## config.mk

```make
export PLATFORM = sky130hd
export DESIGN_NAME = fetch_stage
export DESIGN_NICKNAME = d
export VERILOG_FILES = /design/src/rtl/fetch_stage.sv
export SDC_FILE = /design/constraint.sdc
export NUM_CORES = 1
export LEC_CHECK = 0
export BUFFER_PORTS_ARGS = -buffer_cell sky130_fd_sc_hd__buf_4
export CAP_MARGIN = 30
export CORE_MARGIN = 2
export CORE_UTILIZATION = 45
export CTS_CLUSTER_SIZE = 10
export DETAILED_ROUTE_END_ITERATION = 16
export PLACE_DENSITY = 0.81
export SETUP_SLACK_MARGIN = 0.2
export SLEW_MARGIN = 20
export SYNTH_ARGS = -nofsm -noshare
export SYNTH_HDL_FRONTEND = slang
export SYNTH_SLANG_ARGS = --single-unit
```

## constraint.sdc

```tcl
create_clock -name clk -period 1.8 [get_ports clk]
set_input_delay 0.36 -clock clk [delete_from_list [all_inputs] [get_ports clk]]
set_output_delay 0.36 -clock clk [all_outputs]
set_load 0.005 [all_outputs]
```

## src/rtl/fetch_stage.sv

```systemverilog
// Instruction fetch stage: owns the PC, issues word reads to a 1-cycle synchronous imem,
// queues returned {instr, pc} pairs and hands them to decode over valid/ready.
module fetch_stage #(
  parameter int INSTRUCTION_WIDTH     = 32,
  parameter int PROGRAM_ADDRESS_WIDTH = 6,
  parameter int QUEUE_DEPTH           = 2
) (
  input  logic                             clk,
  input  logic                             rst,
  output logic                             imem_req,
  output logic [PROGRAM_ADDRESS_WIDTH-1:0] imem_addr,
  input  logic [INSTRUCTION_WIDTH-1:0]     imem_rdata,
  input  logic                             redirect_valid,
  input  logic [PROGRAM_ADDRESS_WIDTH-1:0] redirect_pc,
  output logic                             out_valid,
  input  logic                             out_ready,
  output logic [INSTRUCTION_WIDTH-1:0]     out_instr,
  output logic [PROGRAM_ADDRESS_WIDTH-1:0] out_pc
);

  localparam int IW      = INSTRUCTION_WIDTH;
  localparam int PAW     = PROGRAM_ADDRESS_WIDTH;
  localparam int PTR_W   = (QUEUE_DEPTH > 1) ? $clog2(QUEUE_DEPTH) : 1;
  localparam int CNT_W   = $clog2(QUEUE_DEPTH + 1);
  localparam int ENTRY_W = IW + PAW;
  localparam logic [CNT_W:0] CREDIT_LIMIT = (CNT_W + 1)'(QUEUE_DEPTH);

  logic [PAW-1:0]     pc_q, pc_d;
  logic [PAW-1:0]     req_pc_q, req_pc_d;
  logic               pending_q, pending_d;
  logic               kill_q, kill_d;
  logic [CNT_W-1:0]   count_q, count_d;
  logic [PTR_W-1:0]   head_q, head_d;
  logic [PTR_W-1:0]   tail_q, tail_d;
  logic [ENTRY_W-1:0] mem_q [QUEUE_DEPTH];

  logic               pop_s;
  logic               push_s;
  logic               req_core_s;
  logic [CNT_W:0]     in_flight_s;

  function automatic logic [PTR_W-1:0] ptr_inc(input logic [PTR_W-1:0] p);
    return (p == PTR_W'(QUEUE_DEPTH - 1)) ? PTR_W'(0) : p + PTR_W'(1);
  endfunction

  // Credit counts the outstanding read so a queue slot is always free when it returns.
  assign pop_s       = (count_q != CNT_W'(0)) & out_ready;
  assign in_flight_s = {1'b0, count_q} + (CNT_W + 1)'(pending_q);
  assign req_core_s  = !redirect_valid & (in_flight_s < CREDIT_LIMIT + (CNT_W + 1)'(pop_s));
  assign push_s      = pending_q & !kill_q & !redirect_valid;

  // rst gates only the port so nothing issues while the block is held in reset.
  assign imem_req  = rst & req_core_s;
  assign imem_addr = pc_q;
  assign out_valid = (count_q != CNT_W'(0));
  assign out_instr = mem_q[head_q][ENTRY_W-1 -: IW];
  assign out_pc    = mem_q[head_q][PAW-1:0];

  // Next-state for PC, request tracking and queue pointers.
  always_comb begin
    pc_d      = pc_q;
    req_pc_d  = req_pc_q;
    pending_d = req_core_s;
    kill_d    = redirect_valid;
    head_d    = head_q;
    tail_d    = tail_q;
    count_d   = count_q;
    if (req_core_s) begin
      pc_d     = pc_q + PAW'(1);
      req_pc_d = pc_q;
    end else begin
      pc_d     = pc_q;
    end
    if (redirect_valid) begin
      pc_d    = redirect_pc;
      head_d  = PTR_W'(0);
      tail_d  = PTR_W'(0);
      count_d = CNT_W'(0);
    end else begin
      if (pop_s) begin
        head_d = ptr_inc(head_q);
      end else begin
        head_d = head_q;
      end
      if (push_s) begin
        tail_d = ptr_inc(tail_q);
      end else begin
        tail_d = tail_q;
      end
      if (push_s && !pop_s) begin
        count_d = count_q + CNT_W'(1);
      end else if (pop_s && !push_s) begin
        count_d = count_q - CNT_W'(1);
      end else begin
        count_d = count_q;
      end
    end
  end

  // Control state registers.
  always_ff @(posedge clk or negedge rst) begin
    if (!rst) begin
      pc_q      <= PAW'(0);
      req_pc_q  <= PAW'(0);
      pending_q <= 1'b0;
      kill_q    <= 1'b0;
      count_q   <= CNT_W'(0);
      head_q    <= PTR_W'(0);
      tail_q    <= PTR_W'(0);
    end else begin
      pc_q      <= pc_d;
      req_pc_q  <= req_pc_d;
      pending_q <= pending_d;
      kill_q    <= kill_d;
      count_q   <= count_d;
      head_q    <= head_d;
      tail_q    <= tail_d;
    end
  end

  // Queue storage; cleared on reset so the head reads as zero.
  always_ff @(posedge clk or negedge rst) begin
    if (!rst) begin
      for (int i = 0; i < QUEUE_DEPTH; i++) begin
        mem_q[i] <= ENTRY_W'(0);
      end
    end else if (push_s) begin
      mem_q[tail_q] <= {imem_rdata, req_pc_q};
    end else begin
      mem_q[tail_q] <= mem_q[tail_q];
    end
  end

endmodule

```

# After elaboration in Yosys (flattened, before gate mapping)
# Index checks and enable logic that the tools add are counted.
# Widths: inputs -> output; s select.
# op_classes
add_sub_neg	7
order_cmp	4
n_mux	22
n_bitwise	7
reduce_logical	12
# ops
op	n
$mux 38	7
$bwmux 76	2
$mux 76	1
$demux 38 s1	1
$mux 6	2
$reduce_bool 2->1	4
$add 6x1->6 const B	1
$mux 1	6
$mux 2	3
$and 1x1->1	5
$ge 2x2->1 const B	2
$logic_not 1->1	4
$not 1->2	2
$add 2x1->3	1
$add 2x1->3 const A	1
$logic_and 1x1->1	3
$lt 3x3->1	1
$reduce_bool 3->1	1
$add 1x1->1 const B	2
$add 2x1->2 const B	1
$lt 2x1->1 const B	1
$sub 2x1->2 const B	1
# totals
register_bits	94
input_bits	42
out_inout_bits	46
elab_cells	61

# Logic depth before layout (Yosys ltp)
# Gate-level depths: netlist of run 1.
# logic_depth
ltp_word	8
ltp_mapped	6
ltp_nobuf	6

# Worst setup path after synthesis of run 1
# No wires, ideal clock.
# synth_timing
kind	register to output
startpoint	register count_q[0]
endpoint	output imem_req
arrival_ps	1555
required_ps	1440
slack_ps	-115
stages_incl_launch_ff	6
n_path_buf	0
path_cell_list	dfrtp_1 -> ha_1 -> ha_1 -> o21a_4 -> nor3_2 -> and2_1
# synth_between
elab_chain_cells	6
word_cells_on_any_way	7
cone_classes	2 x add/sub; 1 x order compare; 3 x bitwise; 1 x reduce/logical
# synth_rtl
element	line_no	source
start, declared	32	logic [CNT_W-1:0] count_q, count_d;
start signal, assigned	115	count_q <= count_d;
$reduce_bool 2->1	47	assign pop_s = (count_q != CNT_W'(0)) & out_ready;
$and 1x1->1	47	
$add 2x1->3	49	assign req_core_s = !redirect_valid & (in_flight_s < CREDIT_LIMIT + (CNT_W + 1)'(pop_s));
$lt 3x3->1 *	49	
$and 1x1->1 *	49	
via pending_d	30	logic pending_q, pending_d;
$and 1x1->1 *	53	assign imem_req = rst & req_core_s;
end, declared	10	output logic imem_req,
# The timed path passes the listed nets; every way through them passes the cells marked *.

# Worst setup path after layout of run 1
# layout_timing
startpoint	register pending_q
endpoint	register pc_q[4] (netlist: imem_addr[4])
# layout_between
elab_chain_cells	4
# layout_rtl
element	line_no	source
start, declared	30	
start signal, assigned	113	pending_q <= pending_d;
$add 2x1->3	48	assign in_flight_s = {1'b0, count_q} + (CNT_W + 1)'(pending_q);
$lt 3x3->1	49	
$and 1x1->1	49	
$reduce_bool 2->1 (no source line)	n/a	
end signal, assigned	111	pc_q <= pc_d;
end, declared	28	logic [PAW-1:0] pc_q, pc_d;
# No other way between the ends.
# A chain may end at the register's enable or synchronous reset.

==> results of run 1 <==
cell type report:
cell class                 instances  area share (%)
clock buffer                      12            2.75
clock inverter                     4           0.896
inverter                           2           0.125
multi-input combinational        172            32.5
sequential                        94            39.2
tap                              111            2.31
timing repair buffer             123            22.2
per-layer routing:
metal | up-vias | global-route usage, %
li1 | 1273 | -
met1 | 1393 | 23.9
met2 | 55 | 32.7
met3 | 5 | 4.67
met4 | 0 | 4.85
met5 | - | 0
cells by family (layout without fill, tap and decap cells):
kind of cell | after synthesis | count (layout) | share of synthesized area (%)
xor+xnor | 3 | 3 | 0.633
mux | 121 | 121 | 32.8
simple gates | 28 | 28 | 3.68
buf+inv | 17 | 141 | 2.23
flops | 94 | 94 | 56.7
fa+ha+maj | 3 | 3 | 0.905
compound gates | 17 | 17 | 3.07
per-stage QoR:
step                      power (mW)  TNS (ns)  std cells  cell area [um2]
after floorplan                 3.85   -0.0127        283             4200
after global placement          4.53         0        476             5030
after detailed placement        4.63         0        476             5030
after CTS                       6.42     -5.51        512             5720
after global routing            6.98     -8.58        518             6010
final                           6.59     -5.75        518             6010
worst paths after layout:
path / startpoint / endpoint
worst max register to register: pending_q / imem_addr[4]
max in group asynchronous: rst / head_q
min in group clk: redirect_pc[2] / imem_addr[2]
worst max-delay path: pending_q / imem_addr[4]
worst min register to register: mem_q[52] / mem_q[52]
worst min-delay path: rst / mem_q[27]
power by group through the flow:
stage,Sequential [mW],Combinational (mW),Clock (mW)
6_report,3.01,2.10,1.49
5_1_grt,3.09,2.26,1.63
4_1_cts,2.99,1.89,1.53
3_5_place_dp,3.02,1.61,0
3_3_place_gp,2.97,1.56,0
2_1_floorplan,2.92,0.927,0
registers in the layout, indices dropped and copies added, names as in the netlist:
register and cells:
pending_q 1, imem_addr 6, head_q 1, kill_q 1, mem_q 76, tail_q 1, req_pc_q 6, count_q 2
cells in the final DEF, fill, tap and decap left out, types with 3 or more instances in the layout:
master / instances
nand2_1: 6
mux2_4: 40
a31oi_1: 4
xor2_1: 3
nor2_1: 8
buf_6: 45
mux2_2: 80
clkbuf_16: 3
clkbuf_8: 12
buf_12: 5
dfrtp_1: 93
buf_4: 63
buf_16: 6
critical path, cell delays in order (launching register included):
cell and delay, ns:
dfrtp_1 0.40, ha_2 0.20, ha_4 0.22, o21a_4 0.12
buf_4 0.13, buf_6 0.11, buf_6 0.12, or4_4 0.52
a31oi_4 0.19
repair_timing:
item	in CTS	in global routing
cloned	6	3
gates resized for setup	56	48
endpoints found under the hold margin	0	0
pin swaps	4	2
setup endpoints to repair	51	87
setup buffers	14	3
==> results_dict.tcl, run 1 <==
set metrics [dict create \
    io_buffers 87 \
    synthCells 283 \
    worstMarginPinSlew_ns 0.485 \
    powerDensity_mw_per_mm2 1100 \
    hpwl_mm 5.14 \
    nNetsFinal 447 \
    dieArea_mm2 0.0100 \
    p_seq_share_pct 45.6 \
    timing.final.ws_setup_ns -0.284 \
    ys_ff_latch 94 \
    synth_edf_count 0 \
    cts.clk_slew.worst_paths_ns 0.10 \
    grt_pass1_vias 2841 \
    gp_congestion 0.737 \
    viasPerCell 5.26 \
    slew_viol_final 0 \
    htreeDepth 3 \
    firstDrtPassIters 4 \
    finalHoldViolCount 0 \
    antenna_found_initial 0 \
    required_ns 2.08 \
    die_w_um 100 \
    grt_max_degree 95 \
    skew_ns 0.0110 \
    ys_top_cells_by_area "dfrtp_1 (57%), mux2_2 (33%), ha_1 (0.90%)" \
    synth_nets 328 \
    top_layer "met4" \
    drtAntennaViolNets 0 \
    yosys_warnings 0 \
    clk_latency_ns 0.36 \
    start_kind "flop" \
    drtIter0Drc 55 \
    period_needed_ns 2.08 \
    peakVddDrop_mv 0.680 \
    fmax_mhz 480 \
    max-clock-path-buffers 2 \
    multi_input_area_mm2 0.00195 \
    finalWirelength_mm 9.41 \
    start_util_pct 45.6 \
    fillers 677 \
    endpoint_kind "flop" \
    internal_power_mw 4.91 \
    grt_pass1_wl_mm 14.5 \
    critPathKind "reg2reg" \
    synth_cell_types 33 \
    fin_util_pct 65.9 \
    holdCritPathClass "in2async" \
    drive_gt1_share_pct 68.1 \
    synth_flop_cell "dfrtp_1" \
    clkPwrFrac_pct 22.6 \
    synth_area_mm2 0.00415 \
    cts_root_buf "clkbuf_8" \
    fin_worst_hold_slack_ns 0.0952 \
    diodes 0 \
    async_flop_share_pct 100 \
    p_comb_share_pct 31.8 \
    die-height_um 100 \
    violations "setup timing" \
    p_switching_mw 1.68 \
    grt_use_total_pct 18.9 \
    io_pins 88 \
    core.rowCount 35 \
    synth_seq_area_share_pct 56.7 \
    met3_length_um 359 \
    wl_met1_mm 4.02 \
    rsz0062_at_grt "yes" \
    routedWlPerCell_um 18.2 \
    synth_most_common_cell "mux2_2" \
    coreArea_mm2 0.00911 \
    avgSynthCellArea_um2 14.7 \
    wl_met2_mm 4.97 \
    path_max_fanout 7 \
    cts_buffers 9 \
    ff2ff_setup_slack_ns -0.28 \
    post-route-drc-count 0 \
    status "finished with violations" \
    synth_top_area_share_pct 56.7 \
    maxCapViolations 0 \
    post-route-period-util_pct 116 \
    cts_tree "built" \
    synth_top_area_cell "dfrtp_1" \
    slew_headroom_pct 67.7 \
    grt_overflow_total 0 \
    power.share.switching_pct 25.5 \
    synth_common_cells "mux2_2 (120), dfrtp_1 (94), nor2_1 (8), nand2_1 (6)" \
    areaGrowthSynthToFinish_pct 44.7 \
    pre_cts_slack_ns 0.0242 \
    cts.sinks 94 \
    setup_viol 50 \
    vias 2726 \
    postCtsHoldBufs 0 \
    regArea_mm2 0.00235 \
    p_leak_nw 2.74 \
    r2r_cells 8 \
    cp.arrival_ns 2.36 \
]
No activity file was read; power rests on OpenSTA's default activity.
==> run 2, diff against run 1 <==
--- a/config.mk
+++ b/config.mk
@@ -11,7 +11,7 @@
 export CORE_UTILIZATION = 45
 export CTS_CLUSTER_SIZE = 10
 export DETAILED_ROUTE_END_ITERATION = 16
-export PLACE_DENSITY = 0.81
+export PLACE_DENSITY = 0.73
 export SETUP_SLACK_MARGIN = 0.2
 export SLEW_MARGIN = 20
 export SYNTH_ARGS = -nofsm -noshare
==> run 2 against run 1 <==
Against the previous run: the flow still finishes with violations (setup timing); core utilization is 0.40 points higher; first-iteration DRC count is 67% higher; count of clock-buffer cells in the layout is 2 lower; clock power is 8% higher.
==> results_dict.tcl, run 2 (same netlist as run 1, synthesis figures left out) <==
set metrics [dict create \
    status "finished with violations" \
    violations "setup timing" \
    endpoint_kind "primary output" \
    final_cell_mix "dfrtp_1 (92), mux2_4 (70), buf_4 (65)" \
    r2r_cells 7 \
    cts_root_buf "clkbuf_8" \
    ff2ff_setup_slack_ns -0.10 \
    diodes 0 \
    power.share.switching_pct 24.6 \
    postCtsHoldBufs 0 \
    setup_viol 46 \
    coreArea_mm2 0.00911 \
    worstMarginPinSlew_ns 0.504 \
    drtIter0Drc 92 \
    post-route-drc-count 0 \
    p_leak_nw 2.78 \
    post-route-period-util_pct 114 \
    stdcell_count 512 \
    slew_headroom_pct 66.4 \
    peakVddDrop_mv 0.668 \
    maxCapViolations 0 \
    cts_tree "built" \
    grt_pass1_vias 2822 \
    p_comb_share_pct 31.9 \
    layout_commonest_cell "dfrtp_1" \
    path_max_fanout 2 \
    hpwl_mm 5.30 \
    cp.arrival_ns 1.69 \
    cpPeakStageDelay_ns 0.39 \
    timing.rr.start "pending_q" \
    clk_latency_ns 0.35 \
    r2r-end "imem_addr[4]" \
    holdCritPathClass "in2async" \
    grt_pass1_wl_mm 13.9 \
    dp.cells 479 \
    cts_buffers 9 \
    vias 2745 \
    core.rowCount 35 \
    grt_max_degree 95 \
    io_pins 88 \
    slowest_stage "dfrtp_1" \
    period_needed_ns 2.05 \
    skew_ns 0.00861 \
    drtAntennaViolNets 0 \
    viasPerCell 5.36 \
    cp_cell_sequence "ha_2 > ha_4 > o21a_4 > nor3_4 > and2_4 > buf_6" \
    die-height_um 100 \
    gp_congestion 0.798 \
    nNetsFinal 442 \
    largest_reg_flops 76 \
    cts.sinks 94 \
    areaGrowthSynthToFinish_pct 45.6 \
    io_buffers 87 \
    start_kind "flop" \
    finalWirelength_mm 9.73 \
    powerDensity_mw_per_mm2 1130 \
    timing.final.ws_setup_ns -0.253 \
    htreeDepth 3 \
    max-clock-path-buffers 2 \
    start_util_pct 45.6 \
    rsz0062_at_grt "yes" \
    internal_power_mw 5.14 \
    routedWlPerCell_um 19.0 \
    p_seq_share_pct 44.5 \
    die_w_um 100 \
    required_ns 1.44 \
    slew_viol_final 0 \
    grt_use_total_pct 17.7 \
    critPathKind "reg2out" \
    drive_gt1_share_pct 67.6 \
    clkPwrFrac_pct 23.6 \
    firstDrtPassIters 4 \
    grt_overflow_total 0 \
    dieArea_mm2 0.0100 \
    pre_cts_slack_ns 0.00134 \
    cts.clk_slew.worst_paths_ns 0.09 \
    regMostFlops "mem_q" \
    fmax_mhz 487 \
    finalHoldViolCount 0 \
    antenna_found_initial 0 \
    p_switching_mw 1.68 \
]
[run 2: cell count changes in the layout (fill, tap and decap cells not counted), moves of 3 or more]
cell | before | now
buf_12 | 5 | 9
buf_16 | 6 | 2
buf_6 | 45 | 37
clkbuf_8 | 12 | 9
mux2_2 | 80 | 50
mux2_4 | 40 | 70
[run 2: per-stage QoR]
step | hold slack, ns | util [%] | setup TNS (ns) | cell area, um2 | power [mW]
3_5_place_dp | 0.490 | 55.7 | 0 | 5070 | 4.64
4_1_cts | 0.109 | 60.6 | -4.51 | 5520 | 6.35
5_1_grt | 0.119 | 66.3 | -5.64 | 6040 | 7.19
6_report | 0.0727 | 66.3 | -3.48 | 6040 | 6.82
3_3_place_gp | 0.483 | 55.7 | 0 | 5070 | 4.56
2_1_floorplan | 0.0644 | - | -0.0127 | 4200 | 3.85
[run 2: layer usage]
| metal | share of wire (%) | GRT usage (%) | vias to the layer above |
|---|---|---|---|
| met5 | 0 | 0 | - |
| met4 | 1.5 | 6.01 | 0 |
| met3 | 4.9 | 3.13 | 12 |
| met2 | 49 | 29.8 | 84 |
| met1 | 44 | 23.4 | 1401 |
| li1 | - | - | 1248 |
[run 2: layout make-up]
class / count / area [um2]
clock buffer: 10 / 128
timing repair buffer: 118 / 1260
inverter: 2 / 7.51
tap: 111 / 139
fill: 659 / 3070
multi-input combinational: 172 / 2050
sequential: 94 / 2350
clock inverter: 5 / 100
[run 2: how the worst max path moves through the flow]
stage	start	end	slack, ns	depth (start not counted)
3_3_place_gp	count_q[0]	imem_req	0.09	6
6_report	pending_q	imem_req	-0.25	6
3_5_place_dp	count_q[0]	imem_addr[4]	0.001	6
4_1_cts	pending_q	imem_req	-0.28	6
5_1_grt	count_q[0]	imem_req	-0.28	6
2_1_floorplan	count_q[0]	imem_req	-0.01	5
[run 2: repair_timing]
item	4_1_cts	5_1_grt
buffers inserted	7	4
cloned	2	5
endpoints found under the setup margin	56	68
gates resized for setup	30	96
pin swaps	7	4
[run 2: power groups by stage]
stage	combinational [mW]	clock (mW)	sequential, mW
after CTS	1.71	1.65	2.98
final	2.18	1.61	3.03
after detailed placement	1.62	0	3.02
after floorplan	0.927	0	2.92
after global placement	1.58	0	2.98
after global routing	2.34	1.75	3.10
[run 2: worst max-delay path: cells and delay by family (launching register included)]
kind	cells	cell delay, ns
AO/OA/AOI/OAI	1	0.12
adder cells (fa/ha/maj)	2	0.41
buffers and inverters	1	0.09
AND/OR/NAND/NOR	2	0.33
flip-flops	1	0.39
